**config.mk**
```make
export PLATFORM = sky130hd
export DESIGN_NAME = uart_rx_115200
export DESIGN_NICKNAME = d
export VERILOG_FILES = /design/src/rtl/uart_pkg.sv /design/src/rtl/uart_rx_sync.sv /design/src/rtl/uart_rx_115200.sv
export SDC_FILE = /design/constraint.sdc
export NUM_CORES = 1
export LEC_CHECK = 0
export ABC_AREA = 1
export ABC_CLOCK_PERIOD_IN_PS = 1500
export CORE_MARGIN = 5
export CORE_UTILIZATION = 50
export CTS_CLUSTER_DIAMETER = 150
export CTS_CLUSTER_SIZE = 28
export DETAILED_ROUTE_END_ITERATION = 7
export MAX_ROUTING_LAYER = met4
export PLACE_DENSITY = 0.73
export SETUP_SLACK_MARGIN = 0.15
export SYNTH_ARGS = -nofsm -noshare
export SYNTH_HDL_FRONTEND = slang
export SYNTH_SLANG_ARGS = --single-unit
export TNS_END_PERCENT = 10
```
**constraint.sdc**
```tcl
create_clock -name i_clk -period 1.5 [get_ports i_clk]
set_input_delay 0.15 -clock i_clk [delete_from_list [all_inputs] [get_ports i_clk]]
set_output_delay 0.15 -clock i_clk [all_outputs]
set_load 0.01 [all_outputs]
```
**src/rtl/uart_pkg.sv**
```systemverilog
// Shared definitions for the 115200-baud UART receiver.
// Build option: define UART_RX_PARITY_EN to add an even-parity bit between
// the data bits and the stop bit.
package uart_pkg;

   localparam int DATA_W           = 8;
   localparam int CNT_W            = 9;
   localparam int CLKS_PER_BIT_DEF = 434;   // 50 MHz / 115200
   localparam int HALF_BIT_DEF     = 217;

   typedef enum logic [2:0] {
      ST_IDLE   = 3'd0,
      ST_START  = 3'd1,
      ST_DATA   = 3'd2,
      ST_STOP   = 3'd3,
      ST_BREAK  = 3'd4
`ifdef UART_RX_PARITY_EN
      , ST_PARITY = 3'd5
`endif
   } rx_state_e;

   // Even parity holds when the data bits plus the parity bit have an even
   // number of ones.
   function automatic logic even_par_ok(input logic [DATA_W-1:0] d, input logic p);
      return ~(^d ^ p);
   endfunction

endpackage

```
**src/rtl/uart_rx_sync.sv**
```systemverilog
// Two-flop synchronizer for the asynchronous serial line. Both flops reset
// to 1 so a reset never looks like a start bit.
module uart_rx_sync (
   input  logic i_clk,
   input  logic i_rst,
   input  logic i_d,
   output logic o_q
);

   logic meta;

   // Double-register the line into the i_clk domain.
   always_ff @(posedge i_clk) begin
      if (i_rst) begin
         meta <= 1'b1;
         o_q  <= 1'b1;
      end else begin
         meta <= i_d;
         o_q  <= meta;
      end
   end

endmodule

```
**src/rtl/uart_rx_115200.sv**
```systemverilog
// UART receiver, 8N1, LSB first, mid-bit sampling.
// Build option: UART_RX_PARITY_EN adds a PARITY state and the o_parity_err
// pulse; without it the receiver is plain 8N1.
module uart_rx_115200
   import uart_pkg::*;
#(
   parameter int CLKS_PER_BIT = CLKS_PER_BIT_DEF,
   parameter int HALF_BIT     = HALF_BIT_DEF
) (
   input  logic              i_clk,
   input  logic              i_rst,
   input  logic              i_enable,
   input  logic              i_rx,
   output logic [DATA_W-1:0] o_data,
   output logic              o_valid,
   output logic              o_frame_err,
`ifdef UART_RX_PARITY_EN
   output logic              o_parity_err,
`endif
   output logic              o_busy
);

   localparam logic [CNT_W-1:0] CNT_LAST = CNT_W'(CLKS_PER_BIT - 1);
   localparam logic [CNT_W-1:0] CNT_HALF = CNT_W'(HALF_BIT - 1);

   logic              rx_s;
   rx_state_e         state, state_n;
   logic [CNT_W-1:0]  cnt, cnt_n;
   logic [2:0]        idx, idx_n;
   logic [DATA_W-1:0] shreg, shreg_n;
   logic [DATA_W-1:0] data_n;
   logic              valid_n, ferr_n;
`ifdef UART_RX_PARITY_EN
   logic              pbad, pbad_n, perr_n;
`endif

   uart_rx_sync u_sync (
      .i_clk (i_clk),
      .i_rst (i_rst),
      .i_d   (i_rx),
      .o_q   (rx_s)
   );

   // Busy reflects any non-idle state; disabling the receiver drops it at once.
   assign o_busy = i_enable && (state != ST_IDLE);

   // State and datapath registers; reset wins over everything.
   always_ff @(posedge i_clk) begin
      if (i_rst) begin
         state       <= ST_IDLE;
         cnt         <= '0;
         idx         <= '0;
         shreg       <= '0;
         o_data      <= '0;
         o_valid     <= 1'b0;
         o_frame_err <= 1'b0;
`ifdef UART_RX_PARITY_EN
         pbad         <= 1'b0;
         o_parity_err <= 1'b0;
`endif
      end else begin
         state       <= state_n;
         cnt         <= cnt_n;
         idx         <= idx_n;
         shreg       <= shreg_n;
         o_data      <= data_n;
         o_valid     <= valid_n;
         o_frame_err <= ferr_n;
`ifdef UART_RX_PARITY_EN
         pbad         <= pbad_n;
         o_parity_err <= perr_n;
`endif
      end
   end

   // Next-state and pulse logic. Pulses are computed here and registered, so
   // each lasts exactly one cycle and at most one fires per frame.
   always_comb begin
      state_n = state;
      cnt_n   = cnt;
      idx_n   = idx;
      shreg_n = shreg;
      data_n  = o_data;
      valid_n = 1'b0;
      ferr_n  = 1'b0;
`ifdef UART_RX_PARITY_EN
      pbad_n  = pbad;
      perr_n  = 1'b0;
`endif
      if (!i_enable) begin
         state_n = ST_IDLE;
         cnt_n   = '0;
         idx_n   = '0;
         shreg_n = '0;
`ifdef UART_RX_PARITY_EN
         pbad_n  = 1'b0;
`endif
      end else begin
         case (state)
            ST_IDLE: begin
               cnt_n = '0;
               idx_n = '0;
`ifdef UART_RX_PARITY_EN
               pbad_n = 1'b0;
`endif
               if (!rx_s) state_n = ST_START;
            end
            ST_START: begin
               if (cnt == CNT_HALF) begin
                  // Line back high at mid start bit means it was a glitch.
                  cnt_n   = '0;
                  idx_n   = '0;
                  state_n = rx_s ? ST_IDLE : ST_DATA;
               end else begin
                  cnt_n = cnt + 1'b1;
               end
            end
            ST_DATA: begin
               if (cnt == CNT_LAST) begin
                  cnt_n        = '0;
                  shreg_n[idx] = rx_s;
                  if (idx == 3'd7) begin
`ifdef UART_RX_PARITY_EN
                     state_n = ST_PARITY;
`else
                     state_n = ST_STOP;
`endif
                  end else begin
                     idx_n = idx + 1'b1;
                  end
               end else begin
                  cnt_n = cnt + 1'b1;
               end
            end
`ifdef UART_RX_PARITY_EN
            ST_PARITY: begin
               if (cnt == CNT_LAST) begin
                  cnt_n   = '0;
                  pbad_n  = ~even_par_ok(shreg, rx_s);
                  state_n = ST_STOP;
               end else begin
                  cnt_n = cnt + 1'b1;
               end
            end
`endif
            ST_STOP: begin
               if (cnt == CNT_LAST) begin
                  cnt_n = '0;
                  if (rx_s) begin
                     state_n = ST_IDLE;
`ifdef UART_RX_PARITY_EN
                     if (pbad) begin
                        perr_n = 1'b1;
                     end else begin
                        valid_n = 1'b1;
                        data_n  = shreg;
                     end
`else
                     valid_n = 1'b1;
                     data_n  = shreg;
`endif
                  end else begin
                     ferr_n  = 1'b1;
                     state_n = ST_BREAK;
                  end
               end else begin
                  cnt_n = cnt + 1'b1;
               end
            end
            ST_BREAK: begin
               cnt_n = '0;
               if (rx_s) state_n = ST_IDLE;
            end
            default: state_n = ST_IDLE;
         endcase
      end
   end

endmodule

```
Word level (Yosys, flattened, before mapping)
Cells that the tools add are included.
{"block": "word_totals", "regBits": 35, "in_bits": 4, "out_inout_bits": 11, "elab_cells": 65}
{"block": "op_classes", "addsub": 2, "order_cmp": 2, "eq_ne": 14, "muxes": 21, "bitwise_logic": 3, "n_reduce_logical": 14}
{"op": "two-way mux 3 bit", "n": 10}
{"op": "one-hot mux 9 bit (3 select lines)", "n": 1}
{"op": "two-way mux 9 bit", "n": 2}
{"op": "one-hot mux 3 bit (5 select lines)", "n": 1}
{"op": "inequality test 2 bit, second input constant", "n": 6}
{"op": "adder 9 x 1 -> 9 bit, second input constant", "n": 1}
{"op": "== test 9 x 8 -> 1 bit, second input constant", "n": 1}
{"op": "== test 9 bit, second input constant", "n": 1}
{"op": "one-hot mux 3 bit (3 select lines)", "n": 1}
{"op": "nonzero test 3 bit", "n": 3}
{"op": "bitwise mux 8 bit", "n": 1}
{"op": "AND reduction 4 bit", "n": 2}
{"op": "== test 3 x 2 -> 1 bit, second input constant", "n": 2}
{"op": "== test 3 bit, second input constant", "n": 2}
{"op": "AND reduction 6 bit", "n": 1}
{"op": "OR reduction 2 bit", "n": 3}
{"op": "less-than comparator 3 x 4 -> 1 bit, second input constant", "n": 1}
{"op": "OR reduction 4 bit", "n": 1}
{"op": "adder 3 x 1 -> 3 bit, second input constant", "n": 1}
{"op": "demux 1 bit (select 3 bit)", "n": 1}
{"op": "== test 3 x 1 -> 1 bit, second input constant", "n": 1}
{"op": "greater-or-equal comparator 3 x 1 -> 1 bit, second input constant", "n": 1}
{"op": "logical NOT 3 bit", "n": 1}
{"op": "two-way mux 1 bit", "n": 3}
{"op": "5 further kinds", "n": 8}

Depth between registers and ports, before layout
Gate-level depths: netlist of the first run.
{"block": "depth", "ltp_word": 5, "mapped_depth": 11, "depth_no_buf": 11}

Cells and area by module
Synthesis of the first run repeated with hierarchy kept, for this count alone.
{"block": "unflattened", "hier_cells": 293, "hier_area_um2": 1835.5}
{"module": "uart_rx_115200", "n_inst": 1, "cells_each": 286, "area_each_um2": 1776.7, "seq_area_each_um2": 660.6}
{"module": "uart_rx_sync", "n_inst": 1, "cells_each": 7, "area_each_um2": 58.8, "seq_area_each_um2": 40.0}

Least setup slack after synthesis of the first run
No wires, ideal clock.
{"block": "synth_timing", "path_kind": "register -> register", "startpoint": "register idx[0]", "endpoint": "register idx[0]", "setup_ps": 114, "arrival_time_ps": 1305, "required_ps": 1386, "path_slack_ps": 81, "stages_incl_launch_ff": 9, "n_path_buf": 0, "period_less_slack_ps": 1419, "cell_sequence": "dfxtp_1 ha_1 ha_1 inv_1 nand3_1 o21ai_0 nand3_1 a21oi_1 nor2_1"}
{"block": "synth_between", "elab_chain_len": 4, "elab_cells_between_ends": 7, "cone_classes": "add/sub (1); eq/ne (2); mux (3); reduce/logical (1)"}
{"element": "start, declared", "line_no": "uart_rx_115200.sv:29", "text": "logic [2:0] idx, idx_n;"}
{"element": "start signal, assigned", "line_no": "uart_rx_115200.sv:64", "text": "idx <= idx_n;"}
{"element": "adder 3 x 1 -> 3 bit", "line_no": "uart_rx_115200.sv:129", "text": "idx_n = idx + 1'b1;"}
{"element": "two-way mux 3 bit", "line_no": "uart_rx_115200.sv:122", "text": "if (idx == 3'd7) begin"}
{"element": "two-way mux 3 bit", "line_no": "uart_rx_115200.sv:119", "text": "if (cnt == CNT_LAST) begin"}
{"element": "one-hot mux 3 bit (3 select lines)", "line_no": "uart_rx_115200.sv:99", "text": "case (state)"}
Several ways; a longest one is shown, not always the timed one. The select of a mux whose other input is x is not followed.
A chain may end at the register's enable or synchronous reset.

Worst setup path in the final report of the first run
{"block": "layout_timing", "startpoint": "register cnt[1]", "endpoint": "register shreg[4]"}
{"block": "layout_between", "elab_chain_len": 2}
{"element": "start, declared", "line_no": "uart_rx_115200.sv:28", "text": "logic [CNT_W-1:0] cnt, cnt_n;"}
{"element": "start signal, assigned", "line_no": "uart_rx_115200.sv:63", "text": "cnt <= cnt_n;"}
{"element": "== test 9 bit", "line_no": "uart_rx_115200.sv:119"}
{"element": "AND reduction 2 bit (no line)"}
{"element": "end signal, assigned", "line_no": "uart_rx_115200.sv:65", "text": "shreg <= shreg_n;"}
{"element": "end, declared", "line_no": "uart_rx_115200.sv:30", "text": "logic [DATA_W-1:0] shreg, shreg_n;"}
No other way between the ends.

==> results.sh, run 1 <==
export IMPL_maxCapViolCount=0
export IMPL_synth_seq_cells=35
export IMPL_tightestPinTransition_ns=0.274
export IMPL_place_worst_setup_slack_ns=-0.00227
export IMPL_rsz0062_at_grt="yes"
export IMPL_synth_area_sq_um=1760
export IMPL_cts_buffer_depth=2
export IMPL_final_area_sq_um=2320
export IMPL_h_tree_depth=2
export IMPL_synth_seq_area_share_pct=39.8
export IMPL_insertion_delay_ns=0.34
export IMPL_row_count=21
export IMPL_routed_via_density=4.85
export IMPL_syn_nets=266
export IMPL_swShare_pct=29.3
export IMPL_multi_input_area_sq_um=988
export IMPL_p_int_uw=1320
export IMPL_start_kind="flip-flop"
export IMPL_synth_cell_types=25
export IMPL_hp_class="input pin to flip-flop"
export IMPL_hold_viol_final=0
export IMPL_slew_headroom_pct=81.7
export IMPL_cp_max_fo=8
export IMPL_r2r_start="cnt[1]"
export IMPL_drc=0
export IMPL_power_switching_uw=544
export IMPL_fin_crit_sh_pct=99.2
export IMPL_routed_via_count=1668
export IMPL_dp_cells=333
export IMPL_finalCriticalPeriod_ns=1.49
export IMPL_overflow=0
export IMPL_firstDrtPassIters=4
export IMPL_gp_congestion=0.822
export IMPL_start_util_pct=52.3
export IMPL_cts_buffers=5
export IMPL_wl_met3_microns=113
export IMPL_post_drt_wl_per_cell_microns=11.2
export IMPL_core_sq_um=3360
export IMPL_placed_area_sq_um=2100
export IMPL_yosysWarnings=0
export IMPL_holdWs_ns=0.391
export IMPL_worstSetupPathType="flip-flop to flip-flop"
export IMPL_path_clk_slew_ns=0.10
export IMPL_dp_hpwl_mm=2.76
export IMPL_cts_sinks=35
export IMPL_combPwrFrac_pct=19.6
export IMPL_io_pins=15
export IMPL_finalSetupViolCount=0
export IMPL_cp_arrival_ns=1.73
export IMPL_antenna_found_initial=0
export IMPL_cts_tree="done"
export IMPL_die_area_sq_um=4810
export IMPL_crit_path_start="cnt[1]"
export IMPL_port_buffers=14
export IMPL_antenna_cells=0
export IMPL_pwr_share_clk_pct=28.1
export IMPL_power_density_nw_per_um2=800
export IMPL_slew_viol_final=0
export IMPL_end_kind="flip-flop"
export IMPL_fin_tns_setup_ns=0
export IMPL_status="complete, no violations"
export IMPL_timing_fmax_mhz=672
export IMPL_finalClockSkew_ns=0.0156
export IMPL_wl_met1_mm=1.70
export IMPL_first_global_vias=1586
export IMPL_regArea_sq_um=712
export IMPL_clockRootBuffer="clkbuf_4"
export IMPL_syn_inst=257
export IMPL_power_frac_seq_pct=52.3
export IMPL_die_w_microns=69.3
export IMPL_hp_start="i_rx"
export IMPL_fill_cells=303
export IMPL_setup_ws_ns=0.0113
export IMPL_drtIter0Drc=89
export IMPL_dr_max_layer_used="met4"
export IMPL_avgSynthCellArea_sq_um=6.85
export IMPL_final_nets=307
export IMPL_drt_wl_total_mm=3.84
export IMPL_grt_max_degree=17
export IMPL_ant_nets=0
export IMPL_grt_pass1_wl_mm=6.58
export IMPL_grtUsageTotal_pct=16.8
export IMPL_instances_no_fill=344
export IMPL_drive_gt1_share_pct=27.2
export IMPL_area_growth_pct=32.1
export IMPL_met2_length_mm=1.99
export IMPL_cp_required_ns=1.74
export IMPL_ir_worst_vdd_mv=0.584
export IMPL_die_h_microns=69.3
export IMPL_total_leakage_power_uw=0.00118
==> state kept, by name, summed over array words and instances (netlist names) <==
register,flops
o_data,8
u_sync.meta,1
state,3
o_valid,1
shreg,8
cnt,9
u_sync.o_q,1
idx,3
o_frame_err,1
==> cell families (layout without fill, tap and decap cells) <==
family	after synthesis	in the layout	share of synthesized area [%]
buffers and inverters	44	85	9.81
DFF	35	35	39.8
xor gates and xnor gates	4	4	1.99
AOI/OAI and AO/OA	28	28	8.60
adders and majority gates	5	5	3.55
and+or+nand+nor	141	141	36.2
==> metal layers <==
metal,GRT usage [%],vias up
met1,20.1,765
met2,28.6,20
li1,-,878
met5,-,-
met3,3.62,5
met4,4.56,0
==> critical path, stage by stage, from the launching register on <==
cell and delay, ns:
dfxtp_2 0.34, inv_2 0.08, ha_4 0.13, nand2_4 0.05
nor2_4 0.12, nand2_4 0.12, nor3_4 0.31, nand3_1 0.11
nand2_1 0.09, nor2_2 0.04
==> power by group through the flow <==
stage / Clock, uW / Sequential [uW] / Combinational [uW]
floorplan: 0 / 992 / 200
global placement: 0 / 987 / 302
detailed placement: 0 / 988 / 306
CTS: 540 / 970 / 315
global route: 580 / 977 / 406
finish: 524 / 973 / 364
==> metrics by stage <==
step | power (uW) | utilization (%)
final | 1860 | 69.1
after CTS | 1820 | 65.2
after global placement | 1290 | 62.5
after global routing | 1960 | 69.1
after detailed placement | 1290 | 62.5
after floorplan | 1190 | -
==> placed cells by master (no fill, tap or decap), types with 6 or more instances in the layout <==
cell            instances
nand2_1                57
inv_1                  36
nor2_1                 35
dfxtp_1                28
buf_4                  20
a21oi_1                12
nand3_1                12
dlymetal6s2s_1         10
nor2_2                  7
nand2_2                 6
dfxtp_2                 6
==> layout make-up <==
cell class | count | area share (%)
clock buffer | 6 | 2.21
timing repair buffer | 37 | 15.3
multi-input combinational | 178 | 42.5
sequential | 35 | 30.6
tap | 46 | 2.48
clock inverter | 1 | 0.215
inverter | 41 | 6.62
==> what timing repair did <==
item	in CTS	in global routing
pin swaps	4	23
hold buffers	0	0
gates resized for setup	11	42
endpoints found under the hold margin	0	0
buffers inserted	2	2
setup endpoints to repair	37	42
gates cloned	0	0
==> cells in the mapped netlist, drive strengths merged <==
| master | count | area [sq um] |
|---|---|---|
| clkbuf | 2 | 7.51 |
| xor2 | 4 | 35.0 |
| nand3 | 16 | 85.1 |
| dfxtp | 35 | 701 |
| ha | 5 | 62.6 |
| nor2 | 46 | 193 |
| or2 | 3 | 18.8 |
| inv | 41 | 154 |
| nor3 | 5 | 47.5 |
| o21ai | 13 | 72.6 |
| a21oi | 15 | 78.8 |
| buf | 1 | 11.3 |
| nand4 | 5 | 31.3 |
| nand2 | 66 | 263 |
==> worst paths after layout <==
check | end | slack (ns) | cells after the start
hold reg to reg | u_sync.o_q | 0.42 | 1
setup / recovery | shreg[4] | 0.01 | 9
hold / removal | u_sync.meta | 0.39 | 2
setup reg to reg | shreg[4] | 0.01 | 9
No activity file was read; power rests on OpenSTA's default activity.
==> inputs of run 2 (changes only) <==
--- a/config.mk
+++ b/config.mk
@@ -6,14 +6,14 @@
 export NUM_CORES = 1
 export LEC_CHECK = 0
 export ABC_AREA = 1
-export ABC_CLOCK_PERIOD_IN_PS = 1500
+export ABC_CLOCK_PERIOD_IN_PS = 1650
 export CORE_MARGIN = 5
 export CORE_UTILIZATION = 50
 export CTS_CLUSTER_DIAMETER = 150
 export CTS_CLUSTER_SIZE = 28
 export DETAILED_ROUTE_END_ITERATION = 7
 export MAX_ROUTING_LAYER = met4
-export PLACE_DENSITY = 0.73
+export PLACE_DENSITY = 0.7
 export SETUP_SLACK_MARGIN = 0.15
 export SYNTH_ARGS = -nofsm -noshare
 export SYNTH_HDL_FRONTEND = slang
==> constraint.sdc (replaced) <==
create_clock -name i_clk -period 1.65 [get_ports i_clk]
set_input_delay 0.165 -clock i_clk [delete_from_list [all_inputs] [get_ports i_clk]]
set_output_delay 0.165 -clock i_clk [all_outputs]
set_load 0.01 [all_outputs]
==> run 2 against run 1 <==
Compared with the run above: sequential share of layout area grew 1.4 points; critical path depth is the same; maximum frequency shrank 0.32%; cell count shrank 3.5%; clock skew grew 0.0099 ns; design area shrank 3.8%; global-route usage shrank 1.7 points; critical endpoint is now cnt[7]; largest power group unchanged.
==> results.sh, run 2 (synthesis results as in run 1) <==
export IMPL_placed_area_sq_um=1980
export IMPL_io_pins=15
export IMPL_first_global_vias=1353
export IMPL_cts_buffer_depth=2
export IMPL_ir_worst_vdd_mv=0.476
export IMPL_max_stage_delay_ns=0.39
export IMPL_power_density_nw_per_um2=809
export IMPL_finalSetupViolCount=0
export IMPL_row_count=21
export IMPL_antenna_found_initial=0
export IMPL_start_util_pct=52.3
export IMPL_fin_tns_setup_ns=0
export IMPL_finalClockSkew_ns=0.0255
export IMPL_final_nets=294
export IMPL_final_util_pct=66.5
export IMPL_ff2ff_setup_slack_ns=0.16
export IMPL_core_sq_um=3360
export IMPL_final_cell_mix="56 x nand2_1, 37 x nor2_1, 36 x inv_1"
export IMPL_path_clk_slew_ns=0.13
export IMPL_top_regs="cnt (9), o_data (8), shreg (8)"
export IMPL_routed_via_count=1611
export IMPL_port_buffers=14
export IMPL_firstDrtPassIters=4
export IMPL_cp_max_fo=7
export IMPL_antenna_cells=0
export IMPL_total_leakage_power_uw=0.000959
export IMPL_gp_congestion=0.821
export IMPL_cp_required_ns=1.90
export IMPL_cts_sinks=35
export IMPL_cp_slowest_cell="dfxtp_4"
export IMPL_drt_wl_total_mm=3.65
export IMPL_regArea_sq_um=717
export IMPL_fill_cells=296
export IMPL_dp_hpwl_mm=2.55
export IMPL_fin_crit_sh_pct=90.5
export IMPL_grt_max_degree=17
export IMPL_overflow=0
export IMPL_cts_tree="done"
export IMPL_worstPathBufferInverterCount=1
export IMPL_start_kind="flip-flop"
export IMPL_final_area_sq_um=2240
export IMPL_insertion_delay_ns=0.34
export IMPL_post_drt_wl_per_cell_microns=11.0
export IMPL_multi_input_area_sq_um=1000
export IMPL_tightestPinTransition_ns=0.472
export IMPL_hold_viol_final=0
export IMPL_finalCriticalPeriod_ns=1.49
export IMPL_timing_fmax_mhz=670
export IMPL_area_growth_pct=27.0
export IMPL_die_h_microns=69.3
export IMPL_slew_headroom_pct=68.4
export IMPL_crit_chain="inv_2 > ha_1 > nand2_1 > nor2_2 > nand2_2 > nand2_1 > nand2_2 > o21ai_4 > nor2_1"
export IMPL_top_register="cnt"
export IMPL_slew_viol_final=0
export IMPL_grt_pass1_wl_mm=5.93
export IMPL_drc=0
export IMPL_worstSetupPathType="flip-flop to flip-flop"
export IMPL_drtIter0Drc=144
export IMPL_largest_reg_flops=9
export IMPL_end_kind="flip-flop"
export IMPL_cts_buffers=5
export IMPL_crit_family="simple AND/OR/NAND/NOR gates"
export IMPL_status="complete, no violations"
export IMPL_die_w_microns=69.3
export IMPL_dp_cells=319
export IMPL_ant_nets=0
export IMPL_drive_gt1_share_pct=21.7
export IMPL_grtUsageTotal_pct=15.2
export IMPL_rsz0062_at_grt="yes"
export IMPL_instances_no_fill=332
export IMPL_clockRootBuffer="clkbuf_4"
export IMPL_maxCapViolCount=0
export IMPL_routed_via_density=4.85
export IMPL_hp_class="input pin to flip-flop"
export IMPL_cp_arrival_ns=1.74
export IMPL_die_area_sq_um=4810
export IMPL_h_tree_depth=2
export IMPL_final_common_cell="nand2_1"
[run 2: cell count changes in the layout (fill, tap and decap cells not counted), moves of 3 or more]
cell / before / now
dlymetal6s2s_1: 10 / 0
nand2_4: 3 / 6
clkdlybuf4s50_1: 3 / 13
o21ai_2: 5 / 2
buf_4: 20 / 7
nor2_2: 7 / 3
o21ai_0: 5 / 9
[run 2: area by class of cell]
class                           instances  area share [%]
Clock buffer                            5            1.68
Timing Repair Buffer                   23            9.96
Sequential cell                        35            32.1
Multi-Input combinational cell        179            44.9
Inverter                               41            6.88
Clock inverter                          3            1.96
Tap cell                               46            2.57
[run 2: per-stage QoR]
| step | power [uW] | worst slack (ns) | hold WS (ns) |
|---|---|---|---|
| CTS | 1770 | 0.0999 | 0.377 |
| detailed placement | 1140 | 0.0505 | 0.394 |
| floorplan | 1080 | 0.231 | 0.244 |
| finish | 1810 | 0.156 | 0.385 |
| global route | 1900 | 0.0476 | 0.367 |
| global placement | 1140 | 0.0955 | 0.392 |
[run 2: worst reg2reg max path: cells and delay by family (launching register included)]
| family | cells | cell delay (ns) |
|---|---|---|
| AO/OA/AOI/OAI | 1 | 0.23 |
| adder cells (fa/ha/maj) | 1 | 0.15 |
| buffers and inverters | 1 | 0.07 |
| flip-flops | 1 | 0.39 |
| AND/OR/NAND/NOR | 6 | 0.56 |
[run 2: final timing paths]
kind | cells past startpoint | from | end
max | 9 | cnt[0] | cnt[7]
min | 2 | i_rx | u_sync.meta
min reg2reg | 1 | u_sync.meta | u_sync.o_q
max reg2reg | 9 | cnt[0] | cnt[7]
[run 2: timing repair]
| item | in CTS | in global routing |
|---|---|---|
| resized for setup | 9 | 34 |
| cloned | 1 | 0 |
| buffers inserted | 1 | 3 |
| pin swaps | 2 | 11 |
| setup endpoints to repair | 26 | 30 |
| hold buffers | 0 | 0 |
[run 2: routing by layer]
metal  vias up  global-route usage [%]  wire [microns]
li1        853                       -               -
met1       719                    18.7            1720
met2        33                    25.1            1750
met3         6                    3.77             144
met4         0                    3.25              45
met5         -                       -               0
[run 2: where the power goes]
group          switching [uW]  total (uW)  internal [uW]
Clock                     307         626            319
Combinational             185         293            109
Sequential               25.8         890            864
Total                     517        1810           1290
